===== src/rtl/vcache_stat_counter_array.sv =====
// Per-bank saturating vcache event counters with a snapshot shadow bank
// that is drained one word at a time over a valid/yumi stream.
module vcache_stat_counter_array #(
    parameter int num_banks_p     = 4,
    parameter int ctr_width_p     = 32,
    parameter int tag_width_p     = 32,
    parameter int clear_on_snap_p = 0
) (
    input  logic                                        clk_i,
    input  logic                                        reset_n_i,
    input  logic [num_banks_p-1:0]                      req_v_i,
    input  logic [num_banks_p-1:0]                      req_ld_i,
    input  logic [num_banks_p-1:0]                      req_st_i,
    input  logic [num_banks_p-1:0]                      resp_v_i,
    input  logic [num_banks_p-1:0]                      resp_ld_i,
    input  logic [num_banks_p-1:0]                      resp_st_i,
    input  logic [num_banks_p-1:0]                      miss_i,
    input  logic                                        snap_v_i,
    input  logic [tag_width_p-1:0]                      snap_tag_i,
    output logic                                        v_o,
    output logic [ctr_width_p-1:0]                      data_o,
    output logic [((num_banks_p > 1) ? $clog2(num_banks_p) : 1)-1:0] bank_o,
    output logic [2:0]                                  event_o,
    output logic [tag_width_p-1:0]                      tag_o,
    output logic                                        last_o,
    input  logic                                        yumi_i,
    output logic                                        busy_o,
    output logic [7:0]                                  snap_drop_o
);

    localparam int bank_width_lp = (num_banks_p > 1) ? $clog2(num_banks_p) : 1;
    localparam logic [bank_width_lp-1:0] last_bank_lp = bank_width_lp'(num_banks_p - 1);
    localparam logic [2:0] last_event_lp = 3'd6;

    typedef enum logic {
        IDLE  = 1'b0,
        DRAIN = 1'b1
    } state_e;

    state_e                   state_r, state_n;
    logic [bank_width_lp-1:0] bank_r, bank_n;
    logic [2:0]               event_r, event_n;
    logic [tag_width_p-1:0]   tag_r;
    logic [7:0]               drop_r;

    logic [6:0]             event_v [num_banks_p];
    logic [ctr_width_p-1:0] ctr_r    [num_banks_p][7];
    logic [ctr_width_p-1:0] ctr_n    [num_banks_p][7];
    logic [ctr_width_p-1:0] shadow_r [num_banks_p][7];

    logic snap_accept;
    logic snap_drop;
    logic last_word;

    assign snap_accept = (state_r == IDLE)  && snap_v_i;
    assign snap_drop   = (state_r == DRAIN) && snap_v_i;
    assign last_word   = (bank_r == last_bank_lp) && (event_r == last_event_lp);

    always_comb begin
        for (int unsigned b = 0; b < num_banks_p; b++) begin
            event_v[b] = {
                resp_v_i[b] & resp_st_i[b] & miss_i[b],
                resp_v_i[b] & resp_ld_i[b] & miss_i[b],
                resp_v_i[b] & resp_st_i[b],
                resp_v_i[b] & resp_ld_i[b],
                req_v_i[b]  & req_st_i[b],
                req_v_i[b]  & req_ld_i[b],
                req_v_i[b]
            };
        end
    end

    // Post-update values feed both the live counters and the shadow capture,
    // so events in the snapshot cycle land in the snapshot.
    always_comb begin
        for (int unsigned b = 0; b < num_banks_p; b++) begin
            for (int unsigned e = 0; e < 7; e++) begin
                ctr_n[b][e] = ctr_r[b][e]
                            + ctr_width_p'(event_v[b][e] && (ctr_r[b][e] != '1));
            end
        end
    end

    always_ff @(posedge clk_i) begin
        if (!reset_n_i) begin
            for (int unsigned b = 0; b < num_banks_p; b++) begin
                for (int unsigned e = 0; e < 7; e++) begin
                    ctr_r[b][e]    <= '0;
                    shadow_r[b][e] <= '0;
                end
            end
        end else begin
            for (int unsigned b = 0; b < num_banks_p; b++) begin
                for (int unsigned e = 0; e < 7; e++) begin
                    if (snap_accept && (clear_on_snap_p != 0)) begin
                        ctr_r[b][e] <= '0;
                    end else begin
                        ctr_r[b][e] <= ctr_n[b][e];
                    end
                    if (snap_accept) begin
                        shadow_r[b][e] <= ctr_n[b][e];
                    end
                end
            end
        end
    end

    always_comb begin
        state_n = state_r;
        bank_n  = bank_r;
        event_n = event_r;
        case (state_r)
            IDLE: begin
                if (snap_v_i) begin
                    state_n = DRAIN;
                    bank_n  = '0;
                    event_n = '0;
                end
            end
            DRAIN: begin
                if (yumi_i) begin
                    if (last_word) begin
                        state_n = IDLE;
                        bank_n  = '0;
                        event_n = '0;
                    end else if (event_r == last_event_lp) begin
                        bank_n  = bank_r + 1'b1;
                        event_n = '0;
                    end else begin
                        event_n = event_r + 3'd1;
                    end
                end
            end
            default: begin
                state_n = IDLE;
                bank_n  = '0;
                event_n = '0;
            end
        endcase
    end

    always_ff @(posedge clk_i) begin
        if (!reset_n_i) begin
            state_r <= IDLE;
            bank_r  <= '0;
            event_r <= '0;
            tag_r   <= '0;
            drop_r  <= '0;
        end else begin
            state_r <= state_n;
            bank_r  <= bank_n;
            event_r <= event_n;
            if (snap_accept) begin
                tag_r <= snap_tag_i;
            end
            if (snap_drop && (drop_r != 8'hFF)) begin
                drop_r <= drop_r + 8'd1;
            end
        end
    end

    // Every output decodes from registered state only.
    assign v_o         = (state_r == DRAIN);
    assign busy_o      = (state_r == DRAIN);
    assign last_o      = (state_r == DRAIN) && last_word;
    assign data_o      = (state_r == DRAIN) ? shadow_r[bank_r][event_r] : '0;
    assign bank_o      = bank_r;
    assign event_o     = event_r;
    assign tag_o       = tag_r;
    assign snap_drop_o = drop_r;

endmodule


===== config.mk =====
export PLATFORM = sky130hd
export DESIGN_NAME = vcache_stat_counter_array
export DESIGN_NICKNAME = d
export VERILOG_FILES = /design/src/rtl/vcache_stat_counter_array.sv
export SDC_FILE = /design/constraint.sdc
export NUM_CORES = 2
export LEC_CHECK = 0
export ABC_AREA = 1
export BUFFER_PORTS_ARGS = -buffer_cell sky130_fd_sc_hd__buf_2
export CAP_MARGIN = 20
export CORE_MARGIN = 2
export CORE_UTILIZATION = 60
export DETAILED_ROUTE_END_ITERATION = 10
export PLACE_DENSITY_LB_ADDON = 0.05
export SKIP_CTS_REPAIR_TIMING = 1
export SYNTH_ARGS = -nofsm -noshare
export SYNTH_HDL_FRONTEND = slang
export SYNTH_SLANG_ARGS = --single-unit

===== constraint.sdc =====
create_clock -name clk_i -period 37.3 [get_ports clk_i]
set_input_delay 5.595 -clock clk_i [delete_from_list [all_inputs] [get_ports clk_i]]
set_output_delay 5.595 -clock clk_i [all_outputs]
set_load 0.01 [all_outputs]

==> reports/metrics.csv <==
stage,metric,value,unit
logic_synthesis,netlist_area,91300,µm²
sta,worst_pin_slew,1190,ps
sta,setup_viol,0,
placement,io_buffers,143,
logic_synthesis,synthTopCellsByArea,"edfxtp_1, dfxtp_1, nand2_1, nor2_1, inv_1",
worst_setup_path,required,31700,ps
cells_and_area,nFillCells,13300,
routing,drt-met1-wl,127000,µm
logic_synthesis,synth_seq_cells,1840,
sta,slew_headroom,0.206,
clocking,clock_sinks,1840,
floorplan,initial_core_util,0.603,
placement,post-place-ws,26660,ps
sta,finalHoldViolCount,0,
sta,timing.final.ws_setup,26970,ps
worst_setup_path,crit_fanout,132,
sta,period_minus_slack,10330,ps
routing,dr_total_vias,81300,
worst_setup_path,crit_type,register to primary output,
routing,first_pass_iters,9,
status,status,completed,
floorplan,ioPinCount,144,
grt,grt_pass1_vias,76200,
logic_synthesis,yosysSeqAreaShare,0.502,
sta,slew_violations,0,
clocking,cts_max_path_buffers,3,
placement,hpwlAfterDp,214000,µm
floorplan,coreArea,152000,µm²
cells_and_area,finish.utilization,0.657,
routing,drc,0,
cells_and_area,layout_common_cells,"nand2_1, nor2_1, inv_1",
clocking,clk_pin_slew,60,ps
grt,grtUsageTotal,0.369,
floorplan,die_w,394,µm
job,maxCapViolations,0,
routing,drt_iter0_markers,9746,
clocking,clock-root-buffer,clkbuf_16,
routing,wl_met3,31500,µm
logic_synthesis,synth.avg_cell_area,7.53,µm²
cells_and_area,final_common_cell,nand2_1,
routing,dr.max_layer_used,met5,
logic_synthesis,async_flop_share,0,
logic_synthesis,synth_edf_count,896,
logic_synthesis,synthCells,12100,
power,p_leak,0.0365,µW
clocking,cts_made_buffers,190,
logic_synthesis,synth_nets,12300,
routing,met2WireLength,125000,µm
routing,vias_per_cell,5.68,
power,p_per_area,44.1,nW/µm²
hold_path,hold_path.class,register to register,
clocking,htreeDepth,4,
power,vdd_drop_max,0.0504,mV
sta,skew,31.9,ps
worst_setup_path,arrival,4740,ps
routing,post_drt_wl_per_cell,20.5,µm
sta,fin_crit_sh,0.277,
grt,antenna_found_initial,8,
routing,drt-total-wl,293000,µm
worst_setup_path,rrSetupSlack,32030,ps
sta,fmax,96.8,MHz
sta,rsz0062_at_grt,no,
grt,grt_max_degree,179,
placement,gp_congestion,0.988,
floorplan,dieArea,155000,µm²
cells_and_area,final_net_count,12200,
sta,finalSetupTns,0,ps
logic_synthesis,yosysTopAreaCellShare,0.295,
floorplan,rows,143,
routing,postRouteAntennaNets,0,
cells_and_area,diodes,0,
logic_synthesis,yosysUniqueCellTypes,38,
worst_setup_path,cp-end-kind,primary output,
clocking,clock_latency,830,ps
floorplan,die_y,394,µm
grt,grt_overflow,0,
worst_setup_path,cp-start-kind,register,
cells_and_area,area_delta_synth_final,9.03,%
logic_synthesis,ys.flop_type,dfxtp_1,
clocking,cts_tree,yes,
cells_and_area,drive_above_1_share,0.0468,
logic_synthesis,yosysWarnings,0,
logic_synthesis,yosysTopAreaCell,edfxtp_1,
grt,grt_pass1_wl,444000,µm
## cell usage after synthesis, types with 3 or more instances
cell / instances
or3_1: 3
o21ai_0: 117
buf_2: 198
inv_1: 1074
nor2_4: 8
nor2_1: 2516
nand4_1: 67
xor2_1: 230
buf_4: 20
nand3b_1: 304
nand2_1: 3716
and3_1: 9
buf_1: 20
dfxtp_1: 944
a21oi_1: 800
xnor2_1: 192
a21boi_0: 4
buf_6: 20
a31oi_1: 3
ha_1: 62
clkbuf_1: 136
inv_2: 4
o21bai_1: 14
edfxtp_1: 896
nor3_1: 56
nand3_1: 645
a21oi_2: 32
nor2_2: 24
## final cells by class
class	instances	area (µm²)	area share
flip-flops and latches	1840	45800	0.460
multi-input cells	8815	39500	0.397
clock buffers	255	5310	0.0533
inverters	1079	4090	0.0411
well taps	2030	2540	0.0255
repair buffers	195	1210	0.0122
clock inverters	105	1060	0.0107
## worst max-delay path, cell delays in order, from the launching register on
cell and delay (ps):
dfxtp_4 570, inv_16 470, buf_4 940, nand2_1 440
nand3_1 180, nand3_1 110, nand2_1 180, inv_1 120
nand2_1 100, nand2_1 50, nor2_1 350, buf_2 220
## final timing paths
path | start | endpoint | cells after the start
worst min-delay path | tag_o[17] | tag_o[17] | 2
worst max-delay path | register | data_o[16] | 11
worst min register to register | tag_o[17] | tag_o[17] | 2
worst max register to register | busy_o | shadow_r[1][39] | 8
## registers in the layout, indices dropped and copies added (netlist names), named ones only
register and cells:
bank_o 2, busy_o 1, ctr_r 896, event_o 3, shadow_r 896, snap_drop_o 8
tag_o 32
## report_power, final
| group | internal [µW] | leakage, µW | total, µW | switching, µW |
|---|---|---|---|---|
| registers | 2180 | 0.0173 | 2210 | 29.1 |
| clock network | 1110 | 0.00310 | 1960 | 852 |
| logic | 43.6 | 0.0161 | 222 | 179 |
| total | 3330 | 0.0365 | 4390 | 1060 |
## logic make-up (layout without fill, tap and decap cells)
| group | after synthesis | after routing | synth area share |
|---|---|---|---|
| buffers and inverters | 1473 | 1634 | 0.0658 |
| AOI/OAI and AO/OA | 973 | 973 | 0.0553 |
| adders and majority gates | 62 | 62 | 0.00850 |
| DFF | 1840 | 1840 | 0.502 |
| and+or+nand+nor | 7358 | 7358 | 0.328 |
| xor gates and xnor gates | 422 | 422 | 0.0405 |
## per-stage QoR
step	hold WS (ps)	instance area (µm²)	total power [µW]	cells
4_1_cts	471	99500	4390	14300
3_5_place_dp	461	93100	2460	14000
6_report	469	99600	4390	14300
5_1_grt	489	99600	4490	14300
3_3_place_gp	456	93100	2460	14000
2_1_floorplan	462	91300	2420	12100
## metal layers
metal / track usage / vias to the layer above
li1: - / 38600
met4: 0.112 / 2
met2: 0.548 / 3859
met1: 0.542 / 38300
met3: 0.0756 / 513
met5: 0 / -
Power figures use the tool's default switching activity.
